[config.mk]
export PLATFORM = sky130hd
export DESIGN_NAME = pdm_decoder
export DESIGN_NICKNAME = d
export VERILOG_FILES = /design/src/rtl/pdm_pkg.sv /design/src/rtl/pdm_ones_counter.sv /design/src/rtl/pdm_decoder.sv
export SDC_FILE = /design/constraint.sdc
export NUM_CORES = 1
export LEC_CHECK = 0
export CAP_MARGIN = 20
export CORE_MARGIN = 1
export CORE_UTILIZATION = 36
export CTS_CLUSTER_SIZE = 28
export DETAILED_ROUTE_END_ITERATION = 8
export PLACE_DENSITY = 0.57
export SYNTH_ARGS = -nofsm -noshare
export SYNTH_HDL_FRONTEND = slang
export SYNTH_SLANG_ARGS = --single-unit
[constraint.sdc]
create_clock -name clk -period 2.7 [get_ports clk]
set_clock_uncertainty 0.2 [all_clocks]
set_input_delay 0.27 -clock clk [delete_from_list [all_inputs] [get_ports clk]]
set_output_delay 0.27 -clock clk [all_outputs]
set_load 0.005 [all_outputs]
[src/rtl/pdm_pkg.sv]
// Shared PDM definitions: decoder states and default window sizing.
// Used by both the PDM encoder and the PDM decoder.
package pdm_pkg;

  localparam int WIN_LOG2_DEF = 5;
  localparam int LEVEL_W_DEF  = 5;

  typedef enum logic {
    IDLE  = 1'b0,
    ACCUM = 1'b1
  } pdm_state_e;

endpackage

[src/rtl/pdm_ones_counter.sv]
// Window sample counter plus ones accumulator for the PDM decoder.
// wrap_o marks the last sample of a window; total_o includes it.
module pdm_ones_counter
  import pdm_pkg::*;
#(
  parameter int WIN_LOG2 = WIN_LOG2_DEF
) (
  input  logic              clk,
  input  logic              reset,
  input  logic              clr_i,
  input  logic              inc_i,
  input  logic              bit_i,
  output logic              wrap_o,
  output logic [WIN_LOG2:0] total_o
);

  logic [WIN_LOG2-1:0] cnt_q, cnt_d;
  logic [WIN_LOG2:0]   ones_q, ones_d;

  // Count qualified samples; clear wins over a coincident sample.
  always_comb begin
    total_o = ones_q + (WIN_LOG2+1)'(bit_i);
    wrap_o  = inc_i && !clr_i && (&cnt_q);
    cnt_d   = cnt_q;
    ones_d  = ones_q;
    if (clr_i) begin
      cnt_d  = '0;
      ones_d = '0;
    end else if (inc_i) begin
      cnt_d  = cnt_q + WIN_LOG2'(1);
      ones_d = wrap_o ? '0 : total_o;
    end
  end

  // Counter registers.
  always_ff @(posedge clk or negedge reset) begin
    if (!reset) begin
      cnt_q  <= '0;
      ones_q <= '0;
    end else begin
      cnt_q  <= cnt_d;
      ones_q <= ones_d;
    end
  end

endmodule

[src/rtl/pdm_decoder.sv]
// PDM decoder: recovers density level per 2**WIN_LOG2-sample window.
// Define PDM_DEC_MAVG_EN for a sliding-window (moving average) level.
module pdm_decoder
  import pdm_pkg::*;
#(
  parameter int WIN_LOG2 = WIN_LOG2_DEF,
  parameter int LEVEL_W  = LEVEL_W_DEF
) (
  input  logic               clk,
  input  logic               reset,
  input  logic               en,
  input  logic               sample_en,
  input  logic               pdm_in,
  input  logic               resync,
  output logic [LEVEL_W-1:0] level,
  output logic               level_valid,
  output logic               level_changed
);

  pdm_state_e          state_q, state_d;
  logic                accum, clr, inc, wrap, upd;
  logic [WIN_LOG2:0]   total, cnt_new;
  logic [LEVEL_W-1:0]  sat, level_q, level_d;
  logic                valid_q, valid_d;
  logic                chg_q, chg_d;

  // Next state: en alone steers IDLE/ACCUM.
  always_comb begin
    state_d = state_q;
    unique case (state_q)
      IDLE:  if (en)  state_d = ACCUM;
      ACCUM: if (!en) state_d = IDLE;
    endcase
  end

  // Counters run only in ACCUM; IDLE and resync hold them clear.
  always_comb begin
    accum = (state_q == ACCUM) && en;
    clr   = !accum || resync;
    inc   = accum && sample_en;
  end

  pdm_ones_counter #(
    .WIN_LOG2 (WIN_LOG2)
  ) u_cnt (
    .clk     (clk),
    .reset   (reset),
    .clr_i   (clr),
    .inc_i   (inc),
    .bit_i   (pdm_in),
    .wrap_o  (wrap),
    .total_o (total)
  );

`ifdef PDM_DEC_MAVG_EN
  localparam int N = 2**WIN_LOG2;

  logic [N-1:0]      hist_q, hist_d;
  logic [WIN_LOG2:0] sum_q, sum_d;
  logic              fill_q, fill_d;

  // Sliding sum: add the new bit, drop the bit leaving the window.
  always_comb begin
    hist_d = hist_q;
    sum_d  = sum_q;
    fill_d = fill_q;
    if (clr) begin
      hist_d = '0;
      sum_d  = '0;
      fill_d = 1'b0;
    end else if (inc) begin
      hist_d = {hist_q[N-2:0], pdm_in};
      sum_d  = sum_q + (WIN_LOG2+1)'(pdm_in)
             - (WIN_LOG2+1)'(hist_q[N-1]);
      if (wrap) fill_d = 1'b1;
    end
    cnt_new = sum_d;
    upd     = inc && !resync && (fill_q || wrap);
  end

  // History and running-sum registers.
  always_ff @(posedge clk or negedge reset) begin
    if (!reset) begin
      hist_q <= '0;
      sum_q  <= '0;
      fill_q <= 1'b0;
    end else begin
      hist_q <= hist_d;
      sum_q  <= sum_d;
      fill_q <= fill_d;
    end
  end
`else
  // Block window: level updates once per completed window.
  always_comb begin
    cnt_new = total;
    upd     = wrap;
  end
`endif

  // Saturate a full window (2**WIN_LOG2) to all-ones; flag changes.
  always_comb begin
    sat     = cnt_new[WIN_LOG2] ? '1
            : LEVEL_W'(cnt_new[WIN_LOG2-1:0]);
    level_d = level_q;
    valid_d = 1'b0;
    chg_d   = 1'b0;
    if (upd) begin
      level_d = sat;
      valid_d = 1'b1;
      chg_d   = (sat != level_q);
    end
  end

  // State and output registers.
  always_ff @(posedge clk or negedge reset) begin
    if (!reset) begin
      state_q <= IDLE;
      level_q <= '0;
      valid_q <= 1'b0;
      chg_q   <= 1'b0;
    end else begin
      state_q <= state_d;
      level_q <= level_d;
      valid_q <= valid_d;
      chg_q   <= chg_d;
    end
  end

  assign level         = level_q;
  assign level_valid   = valid_q;
  assign level_changed = chg_q;

endmodule
* Word-level counts from Yosys, hierarchy flattened
Index checks and enable logic that the tools add are counted.
** Storage, ports and cells
- Bits in registers :: 19
- Input port bits :: 6
** Operators by class
- $add $sub $neg :: 2
- Equality and inequality tests :: 1
- Muxes and demuxes :: 9
- Reductions and logical operators :: 9
** Operators by type and width (number)
- two-way mux 6 bit :: 3
- two-way mux 5 bit :: 3
- adder 6 x 1 -> 6 bit :: 1
- adder 5 x 1 -> 5 bit (second input constant) :: 1
- != test 5 bit :: 1
- AND reduction 5 bit :: 1
- logical AND 1 bit :: 4
- two-way mux 1 bit :: 3
- zero test 1 bit :: 2
- nonzero test 2 bit :: 1
- logical OR 1 bit :: 1

* Longest topological paths before layout
- Depth after elaboration :: 9
- Gate-level depth with buffers :: 7

* By module
From an unflattened synthesis, not the netlist that was laid out.
** Second synthesis, totals
- Cells, all modules :: 107
- Area, all modules :: 1028.5 sq um
** Modules (own cells, without submodules)
- pdm_ones_counter :: instances 1, cells an instance 63, area each 618.1 sq um, seq. area each 275.3 sq um
- pdm_decoder :: instances 1, cells an instance 44, area each 410.4 sq um, seq. area each 200.2 sq um

* Worst setup path after synthesis
No wires, ideal clock.
- Kind :: register to register
- Start :: register u_cnt.cnt_q[0]
- End :: register level_q[3], in the netlist level[3]
- Arrival time :: 1.505 ns
- Required time :: 2.375 ns
- Slack :: 0.870 ns
- Cell stages (with the launch flop) :: 7
- Path buffers :: 0
- Period minus slack after synthesis :: 1.830 ns
- Cells stage by stage :: dfrtp_1 > ha_1 > and3_1 > ha_1 > nand2_1 > nor2_4 > mux2_2
** Between the ends
- Word-level cells in the longest chain between the ends :: 2
** RTL lines
- from (decl) :: line pdm_ones_counter.sv:17 : logic [WIN_LOG2-1:0] cnt_q, cnt_d;
- from (signal assigned) :: line pdm_ones_counter.sv:41 : cnt_q <= cnt_d;
- AND reduction 5 bit :: line pdm_ones_counter.sv:23 : wrap_o = inc_i && !clr_i && (&cnt_q);
- logical AND 1 bit :: line pdm_ones_counter.sv:23
- via u_cnt.wrap_o :: line pdm_ones_counter.sv:13 : output logic wrap_o,
- to (signal assigned) :: line pdm_decoder.sv:124 : level_q <= level_d;
- to (decl) :: line pdm_decoder.sv:23 : logic [LEVEL_W-1:0] sat, level_q, level_d;
The timed path passes the listed nets, and every way through them passes these cells.
A chain may end at the register's enable or synchronous reset.

* Final worst setup path
- Start :: input port pdm_in
- End :: register chg_q, in the netlist level_changed
** Between the ends
- Word-level cells in the longest chain between the ends :: 4
** RTL lines
- from (decl) :: line pdm_decoder.sv:13 : input logic pdm_in,
- adder 6 x 1 -> 6 bit :: line pdm_ones_counter.sv:22 : total_o = ones_q + (WIN_LOG2+1)'(bit_i);
- two-way mux 5 bit :: line pdm_decoder.sv:103 : sat = cnt_new[WIN_LOG2] ? '1
- != test 5 bit :: line pdm_decoder.sv:111 : chg_d = (sat != level_q);
- two-way mux 1 bit :: line pdm_decoder.sv:108 : if (upd) begin
- via chg_d :: line pdm_decoder.sv:25 : logic chg_q, chg_d;
- to (signal assigned) :: line pdm_decoder.sv:126 : chg_q <= chg_d;
- to (decl) :: line pdm_decoder.sv:25
The timed path passes the listed nets, and every way through them passes these cells.

==> reports/results.tsv <==
metric	value	unit
r2r_cells	6	
antenna_left	0	
start_util	0.380	
syn_nets	114	
avgViaCountPerCell	5.41	
finalNonFillerCells	149	
required	2.67	ns
max-cap-violations	0	
hold_end	state_q$_DFF_PN0_	
fp-row-count	19	
die_h	56.0	um
hpwl	1.43	mm
routed_wl	1.93	mm
drive_above_1_share	0.136	
synth_top_cell_by_area	dfrtp_1	
r2r_start	u_cnt.cnt_q[0]$_DFFE_PN0P_	
worst_hold_path_type	in -> reg	
post_cts_buffers	0	
powerDensity	379	nW/um^2
cts.sinks	19	
end_kind	flop	
antenna_found_initial	0	
syn_to_final_growth	17.7	%
p_leak	0.540	nW
critical_path_class	in -> reg	
synth_top_area_share	0.453	
syn_inst	103	
grt_pass1_wl	3.36	mm
setup_viol	0	
rsz0062_at_grt	no	
remaining_drc_errors	0	
timing.fmax	488	MHz
synth_edf_count	0	
root_buffer	clkbuf_4	
io_buffers	12	
fin_setup_tns	0	ns
hold_viol	0	
core_area	2760	sq um
antenna_cells	0	
vias	806	
synth_area_leaders	dfrtp_1, ha_1, nor2_1	
yosys-top-cells-count	dfrtp_1, nor2_1, a21oi_1, nand2_1, ha_1	
cts_tree	yes	
die_w	56.0	um
synth_seq_cells	19	
drt_iter0_markers	19	
die_area	3130	sq um
gp_congestion	0.769	
wl_per_cell	12.9	um
utilization	0.447	
fillers	276	
dp.cells	145	
layout.nets	130	
grt_pass1_vias	796	
worst_slack	0.651	ns
cp_max_fo	4	
synth-seq-area-share	0.453	
htree_levels	1	
synth_cell_type_count	35	
maxSlewViolCount	0	
io_pins	13	
fin_crit	2.05	ns
synth_area	1050	sq um
overflow	0	
cts.clk_slew.worst_paths	0.12	ns
clk_latency	0.30	ns
dr.pass1.iters	4	
place_ws	0.348	ns
r2r_setup_slack	0.66	ns
p_total	0.468	mW
start_kind	primary input	
ctsResizeCount	0	
max_slew.worst_pin.slew	0.894	ns
reg2reg_to	level[3]$_DFFE_PN0P_	
grt_max_degree	20	
crit_arrival	2.02	ns
synth_warnings	0	
outcome	finished clean	
relSlewSlack	0.402	
grt_usage	0.140	
postCtsHoldBufs	0	
synth.avg_cell_area	10.2	sq um
synth_flop_cell	dfrtp_1	
hold_start	en	
period_share	0.759	
whs_path_depth	1	
vdd_drop_max	0.226	mV
async_flop_share	1.00	
cts_buffers	3	
yosysMostFrequentCell	dfrtp_1	
cts_buffer_depth	2	
==> placed cells by master (no fill, tap or decap), types with 2 or more instances in the layout <==
cell type | Yosys | layout
dfrtp_1 | 19 | 19
nor2_1 | 14 | 14
clkdlybuf4s50_1 | 0 | 12
a21oi_1 | 9 | 9
nand2_1 | 7 | 7
ha_1 | 5 | 5
xnor2_1 | 4 | 4
xor2_1 | 4 | 4
nor3_1 | 3 | 3
clkbuf_4 | 0 | 3
or2_1 | 2 | 2
inv_1 | 2 | 2
nor2b_1 | 2 | 2
inv_2 | 2 | 2
nand3_1 | 2 | 2
o21ai_0 | 2 | 2
nor3_2 | 2 | 2
mux2i_1 | 2 | 2
a2bb2oi_1 | 2 | 2
mux2_2 | 2 | 2
nand3b_1 | 2 | 2
==> how the worst max path moves through the flow <==
stage | from | endpoint | slack, ns
after floorplan | u_cnt.cnt_q[0]$_DFFE_PN0P_ | level[3]$_DFFE_PN0P_ | 0.87
after detailed placement | pdm_in | level_changed$_DFF_PN0_ | 0.35
after CTS | u_cnt.cnt_q[0]$_DFFE_PN0P_ | level[3]$_DFFE_PN0P_ | 0.63
final | pdm_in | level_changed$_DFF_PN0_ | 0.65
after global routing | pdm_in | level_changed$_DFF_PN0_ | 0.52
after global placement | pdm_in | level_changed$_DFF_PN0_ | 0.37
==> worst max-delay path: stages <==
cell and delay (ns):
clkdlybuf4s50_1 0.49, ha_1 0.16, ha_1 0.22, nand3_1 0.11, xnor2_1 0.32, nand4bb_1 0.15, o311ai_1 0.15, a41oi_2 0.15
==> power breakdown <==
group          total (mW)  leakage [nW]  internal [mW]  switching [mW]
Combinational      0.0298         0.265         0.0123          0.0176
Sequential          0.287         0.258          0.286        0.000914
Clock               0.151        0.0177         0.0553          0.0956
==> through the flow <==
step / hold WS, ns / instance area (sq um)
global route: 0.219 / 1230
CTS: 0.215 / 1230
finish: 0.221 / 1230
global placement: 0.315 / 1210
detailed placement: 0.331 / 1210
floorplan: -0.226 / 1050
==> routing by layer <==
metal / track usage / wire length, um / vias up
met5: 0 / 0 / -
met4: 0.0976 / 76 / 0
met3: 0.0279 / 76 / 8
met2: 0.223 / 868 / 28
met1: 0.168 / 906 / 375
li1: - / - / 395
==> cell type report <==
cell class | count | area (sq um) | share of cell area
Clock buffer | 3 | 22.5 | 0.0183
Inverter | 4 | 15.0 | 0.0122
Multi-Input combinational cell | 78 | 549 | 0.445
Timing Repair Buffer | 13 | 128 | 0.103
Clock inverter | 1 | 5.00 | 0.00406
Tap cell | 31 | 38.8 | 0.0314
Sequential cell | 19 | 475 | 0.385
==> state kept, by name, indices dropped and copies added (netlist names) <==
signal,count
u_cnt.ones_q,6
state_q,1
level_valid,1
level_changed,1
u_cnt.cnt_q,5
level,5
==> cells by family (layout without fill, tap and decap cells) <==
group	count (synthesis)	after routing	share of synthesized area
and+or+nand+nor	41	41	0.224
AOI/OAI and AO/OA	20	20	0.132
DFF	19	19	0.453
xor gates and xnor gates	8	8	0.0668
buffers and inverters	6	21	0.0227
adders and majority gates	5	5	0.0597
muxes	4	4	0.0406
No activity file was read; power rests on OpenSTA's default activity.
==> RTL edit 1: new RTL, same flow settings <==
The output `level_valid` loses its register stage (`valid_q` becomes a continuous assignment).
--- a/src/rtl/pdm_decoder.sv
+++ b/src/rtl/pdm_decoder.sv
@@ -119,3 +119,2 @@
       level_q <= '0;
-      valid_q <= 1'b0;
       chg_q   <= 1'b0;
@@ -124,3 +123,2 @@
       level_q <= level_d;
-      valid_q <= valid_d;
       chg_q   <= chg_d;
@@ -128,2 +126,4 @@
   end
+
+  assign valid_q = valid_d;
 
Formal check against the unedited RTL: no difference found for any inputs over 10 cycles, from zero or initial values and one cycle with reset low; that may be too few to reach the edited logic, so the function may still have changed.
==> RTL edit 1 against the unedited design <==
Core utilization up 3.5 points; sequential power down 5%; critical path depth down 2; power down 0.57%; clock power up 8%; routed wire length up 2.1%; setup slack worse by 0.44 ns; sequential cell count down 1; synthesized area down 2.4%; first-iteration DRC count down 58%; final area up 1.2%; critical path type is now reg -> out; critical endpoint is now level_valid; largest cell class unchanged.
==> RTL edit 1: results (changes against the unedited design) <==
* Largest net degree at the start of global routing at 19 (was 20)
* Placed cells at 144 (was 145)
* Final nets at 133 (was 130)
* R2R Setup Slk at 0.70 ns (was 0.66 ns)
* Post-synth top cells: 18 x dfrtp_1, 14 x nor2_1, 9 x a21oi_1 (was 19 x dfrtp_1, 14 x nor2_1, 9 x a21oi_1)
* Global-route wire length before repair at 3260 µm (was 3360 µm)
* Min-Delay Path Class: in -> async (was in -> reg)
* Sequential area share after synthesis at 0.440 (was 0.453)
* Mux cell area share after synthesis at 0.0416 (was 0.0406)
* WS Path Type: reg -> out (was in -> reg)
* Vias per inst at 5.21 (was 5.41)
* Final wirelength at 1970 µm (was 1930 µm)
* Critical path endpoint: level_valid (was level_changed)
* Status: complete, no violations (unchanged)
* M1 WL at 954 µm (was 906 µm)
* Capturing point of the worst reg2reg path: level[3] (unchanged)
* FF-to-FF path depth at 7 (was 6)
* Area of the multi-input gates at 552 µm² (was 549 µm²)
* Fraction of layout cells with a size suffix above 1 at 0.174 (was 0.136)
* Count of cell types in the netlist at 35 (unchanged)
* Placed Area at 1190 µm² (was 1210 µm²)
* Max reg flops at 6 (unchanged)
* Fillers at 234 (was 276)
* Root buf cell: clkbuf_4 (unchanged)
* Highest routed layer: met4 (unchanged)
* Antenna Cells at 0 (unchanged)
* Routed wl met2 at 937 µm (was 868 µm)
* Met3 wire len at 62 µm (was 76 µm)
* Leakage at 0.000547 µW (was 0.000540 µW)
* Routability Congestion at 0.744 (was 0.769)
* Crit path largest cell delay at 0.51 ns (was 0.49 ns)
* Average size of a mapped cell at 10.0 µm² (was 10.2 µm²)
* Worst path arrival time at 2.02 ns (about the same)
* DP Worst Slack at 0.293 ns (was 0.348 ns)
* Initial antenna violation count at 0 (unchanged)
* Synthesized net count at 113 (was 114)
* Synth Area in Adders at 0.0611 (was 0.0597)
* Vias in the first global route at 728 (was 796)
* VDD IR max at 267 µV (was 226 µV)
* Crit Path Max Fanout at 7 (was 4)
* Hpwl dp at 1450 µm (was 1430 µm)
* Top post-synthesis cells by area: dfrtp_1 44%, ha_1 6.1%, nor2_1 5.1% (was dfrtp_1 45%, ha_1 6.0%, nor2_1 5.0%)
* CP delay by family, top: buffers and inverters (unchanged)
* Post-Synth XOR/XNOR Area at 0.0685 (was 0.0668)
* Post-Layout Cell Count at 151 (was 149)
* Measured slew at the worst slew-check pin at 0.805 ns (was 0.894 ns)
* Worst setup margin at 0.210 ns (was 0.651 ns)
* 1st-iter DRT viols at 8 (was 19)
* H-tree depth at 1 (unchanged)
* Worst hold slack at 0.228 ns (was 0.221 ns)
* Global Route Usage Sum at 0.135 (was 0.140)
* Compound-Gate Fraction of Synth Area at 0.136 (was 0.132)
RTL edit 1: changes by cell type in the layout (fill, tap and decap cells not counted), sizes merged:
cell and change:
dfrtp -1, buf +4, clkbuf +1, clkinv -1
RTL edit 1: layer usage:
metal,GRT usage,vias to the layer above
met1,0.170,375
met5,0,-
met3,0.0445,2
met2,0.227,9
li1,-,400
met4,0.0214,0
RTL edit 1: power by group:
part           switching, µW  total, µW  leakage (µW)  internal [µW]
clock                   80.5        163     0.0000210           82.1
sequential             0.936        272      0.000244            271
combinational           17.5       30.5      0.000282           13.0
total                   98.9        465      0.000547            366
RTL edit 1: repair_timing:
item / 4_1_cts / 5_1_grt
setup buffers: 0 / 3
gates resized for setup: 0 / 1
setup endpoints to repair: 0 / 1
hold buffers: 0 / 0
RTL edit 1: cell type report:
type / count / area share
multi-input combinational: 78 / 0.442
tap: 30 / 0.0301
sequential: 18 / 0.361
inverter: 4 / 0.0120
timing repair buffer: 17 / 0.126
clock buffer: 4 / 0.0291
==> RTL edit 2: new RTL, config.mk and constraints unchanged <==
Without the edit above. `LEVEL_W_DEF`: 5 -> 6.
--- a/src/rtl/pdm_pkg.sv
+++ b/src/rtl/pdm_pkg.sv
@@ -5,3 +5,3 @@
   localparam int WIN_LOG2_DEF = 5;
-  localparam int LEVEL_W_DEF  = 5;
+  localparam int LEVEL_W_DEF  = 6;
 
Ports: changed (resized level); port bits go from 13 to 14. No check against the original RTL was run, so the function may have changed too.
==> RTL edit 2 against the unedited design <==
Combinational power grew 3%; power grew 26%; sequential cell count grew 1; sequential share of layout area shrank 0.44 points; synthesized area grew 1.8%; core utilization grew 2.5 points; routed wire length grew 14%; final area grew 6.5%; clock power grew 69%; setup slack lost 0.38 ns; largest cell class unchanged; largest power group unchanged.
==> RTL edit 2: results (changes against the unedited design) <==
* Status: complete, no violations (unchanged)
* Sequential area share after synthesis at 0.469 (was 0.453)
* Top post-synthesis cells by area: dfrtp_1 47%, nor2_1 8.8%, a21oi_1 4.7% (was dfrtp_1 45%, ha_1 6.0%, nor2_1 5.0%)
* Synth Instances at 114 (was 103)
* Crit Path Max Fanout at 6 (was 4)
* Final nets at 144 (was 130)
* Placed cells at 160 (was 145)
* Clock Latency Late Sink at 0.32 ns (was 0.30 ns)
* FF-to-FF path depth at 8 (was 6)
* 1st-iter DRT viols at 9 (was 19)
* TritonRoute pass-1 iters at 3 (was 4)
* DP Worst Slack at -0.0689 ns (was 0.348 ns)
* Vias at 870 (was 806)
* Worst flop-to-flop path startpoint: u_cnt.ones_q[0] (was u_cnt.cnt_q[0])
* PortBufs at 13 (was 12)
* Global Route Usage Sum at 0.159 (was 0.140)
* Synthesized net count at 124 (was 114)
* Capturing point of the worst reg2reg path: level_changed (was level[3])
* CTS Buf Count at 3 (unchanged)
* Worst path arrival time at 2.45 ns (was 2.02 ns)
* Count of cell types in the netlist at 32 (was 35)
* Post-synth top cells: 25 x nor2_1, 20 x dfrtp_1, 10 x a21oi_1 (was 19 x dfrtp_1, 14 x nor2_1, 9 x a21oi_1)
* Worst hold slack at 0.0726 ns (was 0.221 ns)
* Largest net degree at the start of global routing at 21 (was 20)
* Vias per inst at 5.30 (was 5.41)
* Antenna Cells at 0 (unchanged)
* Leakage at 0.000597 µW (was 0.000540 µW)
* Min-Delay Path Class: in -> async (was in -> reg)
* Crit path largest cell delay at 0.46 ns (was 0.49 ns)
* Hold Buf Count CTS at 0 (unchanged)
* Hpwl dp at 1590 µm (was 1430 µm)
* Met2 Usage GRT at 0.244 (was 0.223)
* Clock slew seen by the registers of the worst setup and hold paths at 0.14 ns (was 0.12 ns)
* VDD IR max at 334 µV (was 226 µV)
* Fraction of layout cells with a size suffix above 1 at 0.105 (was 0.136)
* Met3 Usage GRT at 0.0323 (was 0.0279)
* Routability Congestion at 0.823 (was 0.769)
* CP delay by family, top: simple AND/OR/NAND/NOR gates (was buffers and inverters)
* Measured slew at the worst slew-check pin at 0.412 ns (was 0.894 ns)
* Vias in the first global route at 880 (was 796)
* Routed wire length per instance at 13.4 µm (was 12.9 µm)
* R2R Setup Slk at 0.32 ns (was 0.66 ns)
* Global-route wire length before repair at 3880 µm (was 3360 µm)
RTL edit 2: cell count changes in the layout (fill, tap and decap cells not counted), moves of 3 or more:
cell / before / now
nor2_1: 14 / 25
buf_4: 1 / 7
a22oi_1: 1 / 4
nor4_1: 0 / 3
RTL edit 2: per-layer routing:
layer	vias to the layer above	share of wire
li1	439	-
met1	418	0.51
met2	9	0.45
met3	4	0.020
met4	0	0.017
met5	-	0
RTL edit 2: layout make-up:
class	count	area, µm²	area share
Timing Repair Buffer	20	183	0.139
Sequential cell	20	500	0.381
Inverter	2	7.51	0.00571
Clock inverter	1	30.0	0.0229
Tap cell	31	38.8	0.0295
Clock buffer	3	22.5	0.0171
Multi-Input combinational cell	87	532	0.405
RTL edit 2: cell families after synthesis:
group / synth area share
xor+xnor: 0.0656
buf+inv: 0.0328
compound gates: 0.122
simple gates: 0.245
mux: 0.0188
fa+ha+maj: 0.0469
flops: 0.469
RTL edit 2: power breakdown:
part / switching [µW] / leakage [µW] / internal, µW / total [µW]
Clock: 105 / 0.0000279 / 150 / 255
Sequential: 0.855 / 0.000277 / 301 / 302
Combinational: 17.9 / 0.000292 / 12.8 / 30.7
Total: 124 / 0.000597 / 464 / 588
RTL edit 2: worst max-delay path by stage:
stage | startpoint | to | slack, ns | cells after the start
floorplan | u_cnt.ones_q[0] | level_changed | 0.34 | 8
global placement | pdm_in | level_changed | 0.02 | 9
detailed placement | pdm_in | level_changed | -0.07 | 9
CTS | pdm_in | level_changed | 0.27 | 9
global route | pdm_in | level_changed | 0.09 | 9
finish | pdm_in | level_changed | 0.27 | 9
